--- src/rtl/jesd_rx_cgs.sv ---
// jesd_rx_cgs: JESD204B receive code-group synchronization (CS_INIT/CS_CHECK/CS_DATA), drives SYNC~.
module jesd_rx_cgs #(
  parameter int K_COUNT    = 4,
  parameter int ERR_LIMIT  = 3,
  parameter int GOOD_COUNT = 4
) (
  input  logic       clk,
  input  logic       reset,
  input  logic [7:0] din,
  input  logic       kin,
  input  logic       code_err,
  input  logic       disp_err,
  input  logic       din_valid,
  input  logic       sync_req,
  output logic       sync_n,
  output logic [1:0] cgs_state,
  output logic [7:0] dout,
  output logic       kout,
  output logic       dout_valid,
  output logic       char_err,
  output logic       ilas_start
);
  typedef enum logic [1:0] {CS_INIT = 2'b00, CS_CHECK = 2'b01, CS_DATA = 2'b10} state_t;
  state_t state, state_nx;
  logic [3:0] kcnt, kcnt_nx;
  logic [1:0] err_cnt, err_nx;
  logic [2:0] good_cnt, good_nx;
  logic armed, armed_nx, ilas_nx;
  logic kchar, inval, good;
  assign kchar = din_valid & kin & (din == 8'hBC) & ~code_err & ~disp_err;
  assign inval = din_valid & (code_err | disp_err);
  assign good = din_valid & ~code_err & ~disp_err;
  assign cgs_state = state;
  always_comb begin
    state_nx = state;
    kcnt_nx = kcnt;
    err_nx = err_cnt;
    good_nx = good_cnt;
    armed_nx = armed;
    ilas_nx = 1'b0;
    if (sync_req) begin
      state_nx = CS_INIT;
      kcnt_nx = '0;
      err_nx = '0;
      good_nx = '0;
      armed_nx = 1'b0;
    end else if (din_valid) begin
      if (state == CS_INIT) begin
        kcnt_nx = kchar ? kcnt + 4'd1 : '0;
        if (kchar && kcnt == 4'(K_COUNT - 1)) begin
          state_nx = CS_DATA;
          kcnt_nx = '0;
          armed_nx = 1'b1;
        end
      end else begin
        // first valid character that is not K28.5 marks the ILAS start
        if (armed && good && !kchar) begin
          ilas_nx = 1'b1;
          armed_nx = 1'b0;
        end
        if (state == CS_DATA) begin
          if (inval) begin
            state_nx = CS_CHECK;
            err_nx = 2'd1;
            good_nx = '0;
          end
        end else if (inval) begin
          err_nx = err_cnt + 2'd1;
          good_nx = '0;
          if ({1'b0, err_cnt} + 3'd1 == 3'(ERR_LIMIT)) begin
            state_nx = CS_INIT;
            kcnt_nx = '0;
            err_nx = '0;
            armed_nx = 1'b0;
          end
        end else if (good_cnt + 3'd1 == 3'(GOOD_COUNT)) begin
          good_nx = '0;
          err_nx = err_cnt - 2'd1;
          state_nx = (err_cnt == 2'd1) ? CS_DATA : CS_CHECK;
        end else begin
          good_nx = good_cnt + 3'd1;
        end
      end
    end
  end
  always_ff @(posedge clk) begin
    if (reset) begin
      state <= CS_INIT;
      kcnt <= '0;
      err_cnt <= '0;
      good_cnt <= '0;
      armed <= 1'b0;
      sync_n <= 1'b0;
      dout <= '0;
      kout <= 1'b0;
      dout_valid <= 1'b0;
      char_err <= 1'b0;
      ilas_start <= 1'b0;
    end else begin
      state <= state_nx;
      kcnt <= kcnt_nx;
      err_cnt <= err_nx;
      good_cnt <= good_nx;
      armed <= armed_nx;
      sync_n <= (state_nx != CS_INIT);
      dout <= din;
      kout <= kin;
      dout_valid <= din_valid & (state != CS_INIT);
      char_err <= inval;
      ilas_start <= ilas_nx;
    end
  end
endmodule

--- config.mk ---
export PLATFORM = sky130hd
export DESIGN_NAME = jesd_rx_cgs
export DESIGN_NICKNAME = d
export VERILOG_FILES = /design/src/rtl/jesd_rx_cgs.sv
export SDC_FILE = /design/constraint.sdc
export NUM_CORES = 1
export LEC_CHECK = 0
export ABC_CLOCK_PERIOD_IN_PS = 1710
export BUFFER_PORTS_ARGS = -buffer_cell sky130_fd_sc_hd__buf_2
export CAP_MARGIN = 10
export CORE_MARGIN = 3
export CORE_UTILIZATION = 45
export CTS_CLUSTER_DIAMETER = 50
export DETAILED_ROUTE_END_ITERATION = 7
export GPL_TIMING_DRIVEN = 1
export PLACE_DENSITY = 0.76
export SLEW_MARGIN = 20
export SYNTH_ARGS = -nofsm -noshare
export SYNTH_HDL_FRONTEND = slang
export SYNTH_SLANG_ARGS = --single-unit
--- constraint.sdc ---
create_clock -name clk -period 1.71 [get_ports clk]
set_clock_uncertainty 0.2 [all_clocks]
set_input_delay 0.342 -clock clk [delete_from_list [all_inputs] [get_ports clk]]
set_output_delay 0.342 -clock clk [all_outputs]
set_load 0.03 [all_outputs]
# After elaboration in Yosys (flattened, before gate mapping)
# Index checks and enable logic that the tools add are counted.
# word_totals
word_cells	86
inputBits	15
register_bits	25
out_inout_bits	15
# classes
eq_ne	9
n_addsub	5
reduce_logical	16
bitwise_logic	13
n_mux	32
# op_table
op	count
$mux W2	15
$mux W4	6
$mux W3	4
$reduce_bool A2 Y1	5
$and A1 B1 Y1	8
$eq A8 B8 Y1 const B	1
$reduce_and A4 Y1	2
$mux W1	7
$add A4 B1 Y4 const B	1
$eq A4 B2 Y1 const B	1
$ne A2 B2 Y1 const B	2
$not A1 Y1	4
$reduce_or A4 Y1	1
$add A2 B1 Y3 const B	1
$add A3 B1 Y3 const B	1
$eq A3 B2 Y1 const B	1
$eq A3 B3 Y1 const B	1
$logic_and A1 B1 Y1	3
$reduce_and A3 Y1	1
$add A2 B1 Y2 const B	1
$eq A2 B1 Y1 const B	1
$eq A2 B2 Y1 const B	1
$logic_not A2 Y1	1
$ne A2 B1 Y1 const B	1
5 further kinds	5

# Longest topological paths before layout
# Gate-level depths: netlist of run 1.
# depth
depth_word	11
ltp_mapped	6
depth_no_buf	6

# Least setup slack after synthesis of run 1
# No wires, ideal clock.
# synth_timing
path_kind	flip-flop to flip-flop
start	reg good_cnt[0]
end	reg err_cnt[1]
synth_period_minus_slack_ns	1.839
slack_ns	-0.129
path_stages_with_launch	6
setup_ns	0.071
arrival_ns	1.568
required_time_ns	1.439
n_path_buf	0
cell_sequence	dfxtp_1 -> ha_1 -> xor2_1 -> a21oi_1 -> or4_1 -> a21oi_1
# synth_between
elab_chain_cells	4
# synth_rtl
element	line_no	source
from (decl)	27	logic [2:0] good_cnt, good_nx;
from (signal assigned)	103	good_cnt <= good_nx;
$add A3 B1 Y3	76	end else if (good_cnt + 3'd1 == 3'(GOOD_COUNT)) begin
$eq A3 B3 Y1	76	
$reduce_bool A2 Y1 (no line)	n/a	
$reduce_and A4 Y1 (no line)	n/a	
to (signal assigned)	102	err_cnt <= err_nx;
to (decl)	26	logic [1:0] err_cnt, err_nx;
# Every way passes these cells.
# A chain may end at the register's enable or synchronous reset.

# Worst setup path in the final report of run 1
# layout_timing
start	reg state[0], in the netlist cgs_state[0]
end	reg armed
# layout_between
elab_chain_cells	3
word_cells_on_any_way	6
classes_between	eq/ne (2); mux (2); reduce/logical (2)
# layout_rtl
element	line_no	source
from (decl)	24	state_t state, state_nx;
from (signal assigned)	100	state <= state_nx;
$eq A2 B2 Y1 or $logic_not A2 Y1 (tied branches)	61, 48	
$mux W1 or $ne A2 B1 Y1 (tied branches)	n/a	
$mux W1 or $reduce_and A2 Y1 (tied branches)	n/a	
to (signal assigned)	104	armed <= armed_nx;
to (decl)	28	logic armed, armed_nx, ilas_nx;
# Several ways; a longest one is shown, not always the timed one.

==> run_results.csv, run 1 <==
group,metric,value,unit
run_status,run_status,"finished with violations",
run_status,violations,"setup timing",
sta,maxSlewViolCount,0,
setup_path,crit_fanout,5,
clocking,cts_hold_buf,0,
clocking,htreeDepth,1,
placed_design,place_worst_setup_slack,-0.229,ns
setup_path,cp-end-kind,"flop",
placed_design,dp_hpwl,2330,um
die,boundaryPins,30,
die,die_y,57.4,um
die,fp.dieW,57.4,um
pwr,pwr_density_cell,609,nW/um^2
clocking,clock_path_buffers,2,
placed_design,finalWeightedCongestion,0.876,
die,start_util,50.3,%
synth,synth_edf_count,0,
synth,synthArstFlopShare,0,%
layout,final_cell_mix,"buf_2 (29), buf_4 (23), dfxtp_1 (19)",
layout,fill_cells,200,
global_routing,grt_max_degree,15,
detailed_routing,drc_errors,0,
pwr,leakagePower,0.723,nW
sta,worst_slack,-0.00415,ns
sta,rsz0062_at_grt,"true",
setup_path,worst-setup-path-type,"reg -> reg",
detailed_routing,ant_nets,0,
sta,finalHoldViolations,0,
sta,setup_viol,1,
global_routing,antenna_found_initial,0,
sta,setup_tns,-0.00415,ns
global_routing,grtUsageTotal,19.5,%
layout,fin_area,1650,um^2
clocking,tritoncts,"built",
clocking,clk-insertion-delay-late,0.31,ns
placed_design,dpl-instance-area,1540,um^2
global_routing,grt_remaining_overflow,0,
synth,ys_ff_latch,25,
clocking,cts-root-buf,"clkbuf_4",
synth,syn_nets,150,
detailed_routing,vias_per_cell,5.65,
synth,ys.flop_type,"dfxtp_1",
sta,min_period,1.71,ns
flow_run,cap_viol_max_count,0,
detailed_routing,dr.first_iter.drc_count,20,
setup_path,cpPeakStageDelay,0.50,ns
die,core.rowCount,17,
placed_design,port-buffer-count,29,
setup_path,cp.required,1.75,ns
layout,regArea,510,um^2
global_routing,grt_pass1_vias,1114,
synth,synth_cell_type_count,39,
setup_path,critPathSlowestCell,"or4_4",
synth,synthCells,128,
synth,yosysWarnings,0,
sta,max_slew_margin,71.5,%
layout,drive_above_1_share,42.2,%
sta,fmax,583,MHz
layout,syn_to_final_growth,38.6,%
layout,final_common_cell,"buf_2",
detailed_routing,routed_wl,3030,um
detailed_routing,num_vias,1175,
pwr,peakVddDrop,414,uV
setup_path,cp.arrival,1.75,ns
clocking,clkTransAtPathRegs,0.14,ns
setup_path,worstSetupStartpointType,"flop",
layout,layout.nets,203,
detailed_routing,drt-pass1-iter-count,4,
pwr,power,1.00,mW
clocking,clock_sinks,25,
hold_path,hold_path.class,"in -> reg",
synth,syn-mean-instance-area,9.29,um^2
sta,finalHoldWorstSlack,0.0313,ns
layout,antennaDiodeCount,0,
detailed_routing,post_drt_wl_per_cell,14.6,um
die,core_area,2360,um^2
die,die-area,3290,um^2
global_routing,grt_pass1_wl,5140,um
synth,yosysSeqAreaShare,42.1,%
clocking,numCtsBuffers,3,
synth,syn_area,1190,um^2
sta,worstMarginPinSlew,0.424,ns
layout,multiInputGateArea,732,um^2
sta,post-route-period-util,100,%
setup_path,path_cells,"or4_4, nor4_4, a31oi_1, a211oi_1",
[Yosys cell counts (3+ instances only)]
| library cell | n | share of area (%) |
|---|---|---|
| nor3_1 | 6 | 2.5 |
| nand2_1 | 7 | 2.2 |
| nor3b_1 | 4 | 2.5 |
| a21oi_1 | 7 | 2.9 |
| dfxtp_1 | 25 | 42 |
| nor2_1 | 4 | 1.3 |
| xor2_1 | 3 | 2.2 |
| nor2b_1 | 10 | 5.3 |
| ha_1 | 7 | 7.4 |
| nand4_1 | 4 | 2.1 |
| o21ai_1 | 3 | 1.3 |
| inv_1 | 7 | 2.2 |
| a31oi_1 | 3 | 1.6 |
| o21ai_0 | 5 | 2.1 |
| clkbuf_1 | 3 | 0.95 |
[timing repair]
item / 4_1_cts / 5_1_grt
cloned: 0 / 0
endpoints found under the setup margin: 8 / 10
pin swaps: 5 / 4
resized for setup: 8 / 7
buffers inserted: 2 / 0
[kinds of logic after synthesis]
kind of cell / share of synthesized area (%)
AO/OA/AOI/OAI: 17.9
XOR/XNOR: 2.21
adder cells (fa/ha/maj): 7.37
buffers and inverters: 3.58
flip-flops: 42.1
multiplexers: 1.68
AND/OR/NAND/NOR: 25.2
[critical path: cells and delay by family (launching register included)]
kind	cells	cell delay (ns)
compound gates	2	0.30
flops	1	0.36
simple gates	2	0.78
[power breakdown]
| group | switching (mW) | internal [mW] | total [mW] |
|---|---|---|---|
| clock | 0.174 | 0.0911 | 0.265 |
| combinational | 0.0841 | 0.0572 | 0.141 |
| sequential | 0.00304 | 0.594 | 0.597 |
[final timing paths]
path	from	endpoint	slack, ns	cells past startpoint
max reg2reg	cgs_state[0]	armed	-0.004	4
min	reset	dout_valid	0.03	2
max	cgs_state[0]	armed	-0.004	4
min reg2reg	armed	ilas_start	0.30	2
[registers in the layout, indices dropped and copies added (netlist names)]
register and count:
ilas_start 1, armed 1, cgs_state 2, good_cnt 3, dout 8, char_err 1, kout 1, sync_n 1
kcnt 4, err_cnt 2, dout_valid 1
[stage by stage]
| stage | instances | utilization, % |
|---|---|---|
| global placement | 202 | 65.0 |
| finish | 208 | 69.8 |
| global route | 208 | 69.8 |
| detailed placement | 202 | 65.0 |
| CTS | 208 | 68.2 |
| floorplan | 128 | - |
[metal layers]
metal	up-vias	track usage [%]	part of all wire (%)
li1	575	-	-
met1	555	24.0	43
met2	36	35.2	49
met3	9	3.62	6.3
met4	0	3.64	1.5
met5	-	0	0
[cell type report]
class                   count  share of cell area (%)
clock buffers               4                    1.59
inverters                   7                    1.59
multi-input cells          92                    44.4
flip-flops and latches     25                    31.0
well taps                  28                    2.13
repair buffers             52                    19.3
No activity file was read; power rests on OpenSTA's default activity.
==> run 2: changes to the inputs <==
--- a/config.mk
+++ b/config.mk
@@ -5,9 +5,9 @@
 export SDC_FILE = /design/constraint.sdc
 export NUM_CORES = 1
 export LEC_CHECK = 0
+export ABC_AREA = 1
 export ABC_CLOCK_PERIOD_IN_PS = 1710
 export BUFFER_PORTS_ARGS = -buffer_cell sky130_fd_sc_hd__buf_2
-export CAP_MARGIN = 10
 export CORE_MARGIN = 3
 export CORE_UTILIZATION = 45
 export CTS_CLUSTER_DIAMETER = 50
==> run 2 against run 1 <==
  * The run now ends clean
  * Highest routed layer unchanged
  * First-iteration DRC count decreased by 5.0%
  * Sequential share of layout area increased by 3.1 points
  * Register-to-register slack improved by 0.10 ns
  * Cell area decreased by 9.5%
  * Wire length decreased by 15%
  * Synthesized cell count increased by 24%
  * Combinational power decreased by 11%
  * Synthesized area decreased by 0.42%
  * Sequential cell count unchanged
==> run_results.csv, run 2 <==
group,metric,value,unit
run_status,run_status,"finished, final reports clean",
global_routing,grtUsageTotal,15.3,%
die,die_y,57.3,um
placed_design,port-buffer-count,29,
setup_path,cp.arrival,1.66,ns
pwr,leakagePower,0.719,nW
synth,yosysWarnings,0,
setup_path,rrSetupSlack,0.1,ns
global_routing,grt_max_degree,16,
sta,finalHoldViolations,0,
clocking,clk-insertion-delay-late,0.33,ns
pwr,peakVddDrop,678,uV
layout,fin_util,63.2,%
synth,synthCells,159,
die,die-area,3280,um^2
global_routing,grt_pass1_wl,3970,um
global_routing,grt_pass1_vias,1032,
global_routing,grt_remaining_overflow,0,
detailed_routing,vias_per_cell,4.93,
synth,synthArstFlopShare,0,%
pwr,pwr_density_cell,668,nW/um^2
synth,synth_top_area_cell,"dfxtp_1",
setup_path,cp-end-kind,"flop",
layout,fin_area,1490,um^2
setup_path,reg2reg_depth,7,
synth,post-synth-top-count-cell,"nand2_1",
synth,synth_area_leaders,"dfxtp_1 (42%), nand2_1 (10%), inv_1 (9.2%)",
detailed_routing,drt-pass1-iter-count,4,
synth,syn-mean-instance-area,7.44,um^2
clocking,numCtsBuffers,3,
sta,max_slew_margin,84.6,%
layout,antennaDiodeCount,0,
placed_design,finalWeightedCongestion,0.861,
hold_path,hp-start,"kin",
synth,syn_area,1180,um^2
synth,ys.flop_type,"dfxtp_1",
flow_run,cap_viol_max_count,0,
global_routing,antenna_found_initial,0,
clocking,tritoncts,"built",
setup_path,path_cells,"ha_2, inv_1, nand2_1, nand3_2, a21oi_2, o21ai_0, a31oi_1",
detailed_routing,dr.first_iter.drc_count,19,
sta,worst_slack,0.0997,ns
clocking,clock_sinks,25,
setup_path,r2r-start,"good_cnt[0]",
detailed_routing,ant_nets,0,
placed_design,dpl-instance-area,1400,um^2
hold_path,hold_path.class,"in -> reg",
setup_path,cp.required,1.76,ns
layout,layout.nets,221,
layout,top_register,"dout",
placed_design,dp_hpwl,1930,um
layout,largest_register_ffs,8,
hold_path,hold_path_depth,3,
synth,synth_top_area_share,42.3,%
detailed_routing,drc_errors,0,
clocking,clkTransAtPathRegs,0.14,ns
sta,post-route-period-util,94.2,%
sta,fmax,621,MHz
placed_design,place_worst_setup_slack,0.0143,ns
die,fp.dieW,57.3,um
setup_path,reg2reg_to,"err_cnt[0]",
clocking,htreeDepth,1,
synth,synth_edf_count,0,
layout,final_cell_mix,"nand2_1 (29), buf_2 (29), inv_1 (28)",
sta,min_period,1.61,ns
setup_path,worstSetupStartpointType,"flop",
clocking,cts-root-buf,"clkbuf_4",
detailed_routing,post_drt_wl_per_cell,11.5,um
sta,finalHoldWorstSlack,0.0132,ns
layout,drive_above_1_share,31.8,%
layout,fill_cells,204,
setup_path,worst-setup-path-type,"reg -> reg",
synth,synth_common_cells,"nand2_1 (32), inv_1 (29), dfxtp_1 (25)",
die,start_util,50.1,%
clocking,clock_path_buffers,2,
detailed_routing,routed_wl,2590,um
synth,synth_cell_type_count,26,
hold_path,holdPathEnd,"kout",
sta,maxSlewViolCount,0,
layout,syn_to_final_growth,26.0,%
setup_path,critPathSlowestCell,"dfxtp_2",
die,core.rowCount,17,
clocking,cts_hold_buf,0,
sta,setup_viol,0,
detailed_routing,num_vias,1114,
setup_path,startpoint,"good_cnt[0]",
setup_path,crit_fanout,4,
layout,reg.largest.list,"dout: 8 flops, kcnt: 4 flops, good_cnt: 3 flops",
setup_path,cpPeakStageDelay,0.37,ns
sta,setup_tns,0,ns
die,boundaryPins,30,
sta,worstMarginPinSlew,0.229,ns
die,core_area,2360,um^2
synth,ys_ff_latch,25,
synth,yosysSeqAreaShare,42.3,%
synth,syn_nets,181,
==> run 2: worst max path at each step <==
| stage | to | slack [ns] | depth (start not counted) |
|---|---|---|---|
| finish | err_cnt[0] | 0.1 | 7 |
| global route | sync_n | -0.02 | 12 |
| CTS | err_cnt[0] | 0.02 | 6 |
| detailed placement | kcnt[2] | 0.01 | 9 |
| global placement | sync_n | 0.1 | 10 |
| floorplan | kcnt[2] | 0.05 | 7 |
==> run 2: per-stage QoR <==
stage | cells | total power, mW
floorplan | 159 | 0.685
global placement | 220 | 0.731
detailed placement | 220 | 0.734
CTS | 224 | 0.997
global route | 226 | 1.04
finish | 226 | 0.997
==> run 2: kinds of logic after synthesis <==
group           share of synthesized area [%]
compound gates                           10.6
xor+xnor                                 2.22
fa+ha+maj                                7.40
buf+inv                                  10.1
flops                                    42.3
simple gates                             27.4
==> run 2: cell type report <==
type | count | area (um^2) | area share, %
Sequential cell | 25 | 508 | 34.1
Clock inverter | 1 | 7.51 | 0.503
Tap cell | 28 | 35.0 | 2.35
Timing Repair Buffer | 36 | 198 | 13.3
Multi-Input combinational cell | 102 | 604 | 40.5
Inverter | 31 | 116 | 7.80
Clock buffer | 3 | 22.5 | 1.51
==> run 2: power breakdown <==
part / leakage [nW] / internal [mW] / switching (mW) / total, mW
Sequential: 0.207 / 0.596 / 0.00340 / 0.599
Clock: 0.0139 / 0.0895 / 0.182 / 0.272
Combinational: 0.498 / 0.0440 / 0.0817 / 0.126
==> run 2: per-layer routing <==
metal	GRT usage, %	vias up	wire length [um]
met5	0	-	0
met4	4.97	0	53
met3	5.88	6	216
met2	27.1	41	1220
met1	16.9	493	1100
li1	-	574	-
==> run 2: timing repair <==
item | 4_1_cts | 5_1_grt
setup endpoints to repair | 0 | 9
resized for setup | 0 | 18
buffers inserted | 0 | 2
==> run 2: worst max-delay path, delay by kind of cell, from the launching register on <==
family                   cells  cell delay, ns
AO/OA/AOI/OAI                3            0.50
adder cells (fa/ha/maj)      1            0.19
buffers and inverters        1            0.04
flip-flops                   1            0.37
AND/OR/NAND/NOR              2            0.23
